`src/rtl/cpu_sequencer_pkg.sv`:
```
// Shared rvcpu types: sequencer states, PC step and the ALU opcode width.
package rvcpu;

  localparam int unsigned ALUOP_W = 4;
  localparam int unsigned PC_STEP = 4;

  typedef logic [ALUOP_W-1:0] aluop_t;

  typedef enum logic [2:0] {
    S_FETCH     = 3'd0,
    S_DECODE    = 3'd1,
    S_EXECUTE   = 3'd2,
    S_WRITEBACK = 3'd3,
    S_HALT      = 3'd4
  } seq_state_t;

endpackage

```
`src/rtl/cpu_sequencer_pc_unit.sv`:
```
// Program counter register with reset load, +PC_STEP path and branch target mux.
module pc_unit
  import rvcpu::*;
#(
  parameter int unsigned     Width   = 32,
  parameter logic [Width-1:0] ResetPc = '0
) (
  input  logic             clk,
  input  logic             reset_ni,
  input  logic             advance_i,
  input  logic             branch_taken_i,
  input  logic [Width-1:0] imm_i,
  output logic [Width-1:0] pc_o
);

  logic [Width-1:0] pc_q;
  logic [Width-1:0] pc_d;

  // Additions wrap modulo 2^Width by construction.
  always_comb begin
    pc_d = pc_q;
    if (advance_i) begin
      pc_d = pc_q + (branch_taken_i ? imm_i : Width'(PC_STEP));
    end
  end

  always_ff @(posedge clk) begin
    if (!reset_ni) begin
      pc_q <= ResetPc;
    end else begin
      pc_q <= pc_d;
    end
  end

  assign pc_o = pc_q;

endmodule

```
`src/rtl/cpu_sequencer.sv`:
```
// Multi-cycle fetch/decode/execute/writeback sequencer for the rvcpu core.
// Optional conditional branches are enabled by defining SEQ_BRANCH_EN.
module cpu_sequencer
  import rvcpu::*;
#(
  parameter int unsigned      Width   = 32,
  parameter logic [Width-1:0] ResetPc = '0
) (
  input  logic               clk,
  input  logic               reset,
  output logic               imem_valid,
  input  logic               imem_ready,
  input  logic [Width-1:0]   instr,
  output logic [Width-1:0]   pc,
  output logic [Width-1:0]   ir,
  input  logic               dec_rs1_valid,
  input  logic               dec_rs2_valid,
  input  logic               dec_rw_valid,
  input  logic [ALUOP_W-1:0] dec_aluop,
  input  logic               dec_illegal,
  input  logic               dec_branch,
  input  logic               dec_branch_ne,
  input  logic [Width-1:0]   dec_imm,
  input  logic               alu_is_zero,
  output logic               rf_rs1_valid,
  output logic               rf_rs2_valid,
  output logic               rf_rw_valid,
  output logic [ALUOP_W-1:0] alu_op,
  output logic               retire,
  output logic               halted
);

  seq_state_t       state_q, state_d;
  logic [Width-1:0] ir_q, ir_d;
  logic             imem_valid_q, imem_valid_d;
  logic             rd_en_q, rd_en_d;
  logic             rw_q, rw_d;
  logic             retire_q, retire_d;
  logic             halted_q, halted_d;
  aluop_t           alu_op_q, alu_op_d;
  logic             branch_taken;
  logic [Width-1:0] branch_imm;

`ifdef SEQ_BRANCH_EN
  assign branch_taken = dec_branch & (alu_is_zero ^ dec_branch_ne);
  assign branch_imm   = dec_imm;
`else
  logic unused_branch;
  assign unused_branch = ^{dec_branch, dec_branch_ne, dec_imm, alu_is_zero};
  assign branch_taken  = 1'b0;
  assign branch_imm    = '0;
`endif

  // Outputs are registered from the next state so they align with it.
  always_comb begin
    state_d      = state_q;
    ir_d         = ir_q;
    imem_valid_d = 1'b0;
    rd_en_d      = 1'b0;
    rw_d         = 1'b0;
    retire_d     = 1'b0;
    halted_d     = 1'b0;
    alu_op_d     = '0;

    case (state_q)
      S_FETCH: begin
        if (imem_ready) begin
          ir_d    = instr;
          state_d = S_DECODE;
        end
      end
      S_DECODE:    state_d = dec_illegal ? S_HALT : S_EXECUTE;
      S_EXECUTE:   state_d = S_WRITEBACK;
      S_WRITEBACK: state_d = S_FETCH;
      S_HALT:      state_d = S_HALT;
      default:     state_d = S_HALT;
    endcase

    imem_valid_d = (state_d == S_FETCH);
    halted_d     = (state_d == S_HALT);
    rd_en_d      = (state_d == S_DECODE) || (state_d == S_EXECUTE);
    retire_d     = (state_d == S_WRITEBACK);
    rw_d         = (state_d == S_WRITEBACK) && dec_rw_valid;
    if (state_d == S_EXECUTE) begin
      alu_op_d = dec_aluop;
    end
  end

  always_ff @(posedge clk) begin
    if (!reset) begin
      state_q      <= S_FETCH;
      ir_q         <= '0;
      imem_valid_q <= 1'b1;
      rd_en_q      <= 1'b0;
      rw_q         <= 1'b0;
      retire_q     <= 1'b0;
      halted_q     <= 1'b0;
      alu_op_q     <= '0;
    end else begin
      state_q      <= state_d;
      ir_q         <= ir_d;
      imem_valid_q <= imem_valid_d;
      rd_en_q      <= rd_en_d;
      rw_q         <= rw_d;
      retire_q     <= retire_d;
      halted_q     <= halted_d;
      alu_op_q     <= alu_op_d;
    end
  end

  pc_unit #(
    .Width   (Width),
    .ResetPc (ResetPc)
  ) u_pc_unit (
    .clk            (clk),
    .reset_ni       (reset),
    .advance_i      (state_q == S_WRITEBACK),
    .branch_taken_i (branch_taken),
    .imm_i          (branch_imm),
    .pc_o           (pc)
  );

  // Read flags follow ir, which loads on the DECODE entry edge, so they are gated here.
  assign rf_rs1_valid = rd_en_q & ~dec_illegal & dec_rs1_valid;
  assign rf_rs2_valid = rd_en_q & ~dec_illegal & dec_rs2_valid;
  assign rf_rw_valid  = rw_q;
  assign retire       = retire_q;
  assign halted       = halted_q;
  assign imem_valid   = imem_valid_q;
  assign alu_op       = alu_op_q;
  assign ir           = ir_q;

endmodule
```
`config.mk`:
```
export PLATFORM = sky130hd
export DESIGN_NAME = cpu_sequencer
export DESIGN_NICKNAME = d
export VERILOG_FILES = /design/src/rtl/cpu_sequencer_pkg.sv /design/src/rtl/cpu_sequencer_pc_unit.sv /design/src/rtl/cpu_sequencer.sv
export SDC_FILE = /design/constraint.sdc
export NUM_CORES = 1
export LEC_CHECK = 0
export ABC_AREA = 1
export BUFFER_PORTS_ARGS = -buffer_cell sky130_fd_sc_hd__buf_2
export CAP_MARGIN = 20
export CORE_ASPECT_RATIO = 0.9
export CORE_MARGIN = 8
export CORE_UTILIZATION = 48
export CTS_CLUSTER_DIAMETER = 30
export CTS_CLUSTER_SIZE = 20
export DETAILED_ROUTE_END_ITERATION = 16
export HOLD_SLACK_MARGIN = 0.06
export PLACE_DENSITY = 0.85
export RECOVER_POWER = 25
export SLEW_MARGIN = 0
export SYNTH_ARGS = -nofsm -noshare
export SYNTH_HDL_FRONTEND = slang
export SYNTH_HIERARCHICAL = 1
export SYNTH_SLANG_ARGS = --single-unit
```
`constraint.sdc`:
```
create_clock -name clk -period 1.6 [get_ports clk]
set_clock_uncertainty 0.05 [all_clocks]
set_input_delay 0.24 -clock clk [delete_from_list [all_inputs] [get_ports clk]]
set_output_delay 0.24 -clock clk [all_outputs]
set_load 0.005 [all_outputs]
```
==> impl_metrics.json <==
{
  "cts_buffer_depth": 2,
  "hold_viol_final": 0,
  "pin_count": 152,
  "cp_slowest_cell": "dfxtp_2",
  "drc": 0,
  "fmaxAchievable_mhz": 596.3,
  "post-place-ws_ps": -132.6,
  "dieWidth_um": 128.7,
  "cp_num_buf_inv": 2,
  "synth_ff_type": "dfxtp_1",
  "highest_layer": "met4",
  "cpMostUsedCell": "nand2_2",
  "critPathTopFamily": "simple AND/OR/NAND/NOR gates",
  "timing.hold.worst.class": "input pin to flop",
  "avgSynthCellArea_um2": 5.927,
  "vdd_ir_drop_max_mv": 0.8321,
  "placementRows": 37,
  "crit_chain": "ha_4 -> nand2_4 -> nand2_2 -> nand2_2 -> nand2_2 -> nand2_2 -> nand3_4 -> buf_6 -> xor2_2 -> o21ai_1 -> inv_1",
  "maxCapViolCount": 0,
  "synth_most_common_cell": "nand2_1",
  "drt_iter0_drc": 411,
  "cp-end-kind": "flop",
  "ys_seq_area_share_pct": 27.75,
  "worstPathMaxFanout": 4,
  "cp-start-kind": "flop",
  "synth_top_area_cell": "dfxtp_1",
  "h-tree-depth": 3,
  "met3_length_um": 1030,
  "grt_pass1_vias": 5475,
  "leakage_nw": 4.483,
  "synthCells": 925,
  "rsz0062_at_grt": "yes",
  "clk_latency_ps": 350,
  "arrival_ps": 1860,
  "synthesis.area_um2": 5483,
  "cts_tree": "built",
  "async_flop_share_pct": 0,
  "crit_type": "flop to flop",
  "reg2reg_from": "u_pc_unit/pc_o[3]",
  "crit_path_start": "u_pc_unit/pc_o[3]",
  "required_ps": 1790,
  "start_util_pct": 48.54,
  "status": "finished with violations",
  "hp-start": "instr[5]",
  "vias": 6043,
  "synthToLayoutAreaGrowth_pct": 39.66,
  "ys_types": 39,
  "nets": 1234,
  "setup-tns-final_ps": -203.8,
  "power_density_nw_per_um2": 671.4,
  "wl_met2_um": 7925,
  "path_clk_slew_ps": 70,
  "layout-drive-gt1-share_pct": 28.28,
  "grt_antenna_before_repair": 1,
  "drt-total-wl_um": 16150,
  "vias_per_cell": 4.703,
  "drt_pass1_iterations": 5,
  "ys_top_cells_by_area": "dfxtp_1 28%, nand2_1 18%, inv_1 12%, nor2_1 11%, ha_1 7.3%",
  "violations": "negative setup slack",
  "cts.sinks": 76,
  "numPortBuffers": 116,
  "ys_seq_elements": 76,
  "slew_violations": 0,
  "grt_usage_pct": 19.86,
  "grt_max_degree": 34,
  "gp_congestion": 0.9308,
  "final.fill_count": 933,
  "die_y_um": 117.4,
  "synth_common_cells": "257 x nand2_1, 182 x inv_1, 165 x nor2_1",
  "period_needed_ps": 1677,
  "wire_per_inst_um": 12.57,
  "cts_buffers": 9,
  "setup_slack_ps": -77.04,
  "overflow": 0,
  "root_buffer": "clkbuf_16",
  "post-dp-hpwl_um": 11310,
  "ant_nets": 0,
  "synth_top_area_share_pct": 27.75,
  "finalCritPeriodShare_pct": 104.8,
  "synth_edf_count": 0,
  "yosys_warnings": 6,
  "critPathMaxStageDelay_ps": 330,
  "die_area_um2": 15100,
  "total_power_mw": 5.141,
  "core_um2": 11300,
  "grt_pass1_wl_um": 24810,
  "wl_met1_um": 6802,
  "setup_viol": 5
}
## repair_timing
| action | 4_1_cts | 5_1_grt |
|---|---|---|
| setup endpoints to repair | 26 | 32 |
| hold endpoints to repair | 3 | 1 |
| gates resized for setup | 43 | 97 |
| hold buffers | 3 | 1 |
| buffers inserted | 1 | 3 |
| pin swaps | 7 | 21 |
## metrics by stage
stage,hold slack [ps],instance area [um2],utilization [%],cells
global route,70.07,7657,67.79,1285
finish,70.50,7657,67.79,1285
detailed placement,415.8,6653,58.89,1260
global placement,400.9,6653,58.89,1260
CTS,60.52,7236,64.06,1280
floorplan,302.2,5630,-,961
## where the power goes
group          total [mW]  switching (mW)  internal, mW
registers            2.06          0.0625          2.00
clock network        2.16           0.902          1.25
logic               0.922           0.524         0.398
## flip-flops by register name, summed over array words and instances, names as in the netlist
register        cells
halted              1
imem_valid          1
retire              1
state_q             3
rf_rw_valid         1
ir                 32
rd_en_q             1
alu_op              4
u_pc_unit/pc_o     32
## cell families after synthesis
group | Yosys count | share of synthesized area [%]
simple gates | 508 | 38.84
flops | 76 | 27.75
xor+xnor | 15 | 2.396
compound gates | 80 | 7.691
other cells | 1 | 0.06840
fa+ha+maj | 33 | 7.668
buf+inv | 212 | 15.59
## worst min-delay path, delay by kind of cell
kind	cells	cell delay, ps
buffers and inverters	1	70
and+or+nand+nor	1	70
AOI/OAI and AO/OA	1	50
## layer usage
metal  track usage [%]  vias up
met1             23.53     2702
met5                 0        -
met4             5.723        0
li1                  -     3122
met3             5.072       39
met2             34.26      180
## cell type report
cell class	count	area, um2	area share [%]
multi-input combinational	673	3864	50.46
clock inverter	7	90.09	1.176
clock buffer	9	225.2	2.941
sequential	76	1560	20.38
timing repair buffer	173	1005	13.12
antenna	1	2.502	0.03268
tap	156	195.2	2.549
inverter	190	715.7	9.346
## placed cells by master (no fill, tap or decap), types with 19 or more instances in the layout
| cell type | instances |
|---|---|
| a21oi_1 | 21 |
| buf_2 | 92 |
| buf_4 | 51 |
| clkbuf_1 | 24 |
| conb_1 | 37 |
| dfxtp_1 | 53 |
| dfxtp_2 | 19 |
| ha_4 | 26 |
| inv_1 | 181 |
| nand2_1 | 220 |
| nand2_2 | 44 |
| nand3_1 | 31 |
| nor2_1 | 152 |
| o21ai_0 | 26 |
| o21ai_1 | 25 |
## final timing paths
kind                        endpoint  slack, ps  cells past startpoint
setup reg to reg  u_pc_unit/pc_o[10]        -80                     11
hold / removal                 ir[5]         70                      3
hold reg to reg               ir[12]        430                      2
setup / recovery  u_pc_unit/pc_o[10]        -80                     11
(Power assumes the default switching activity.)
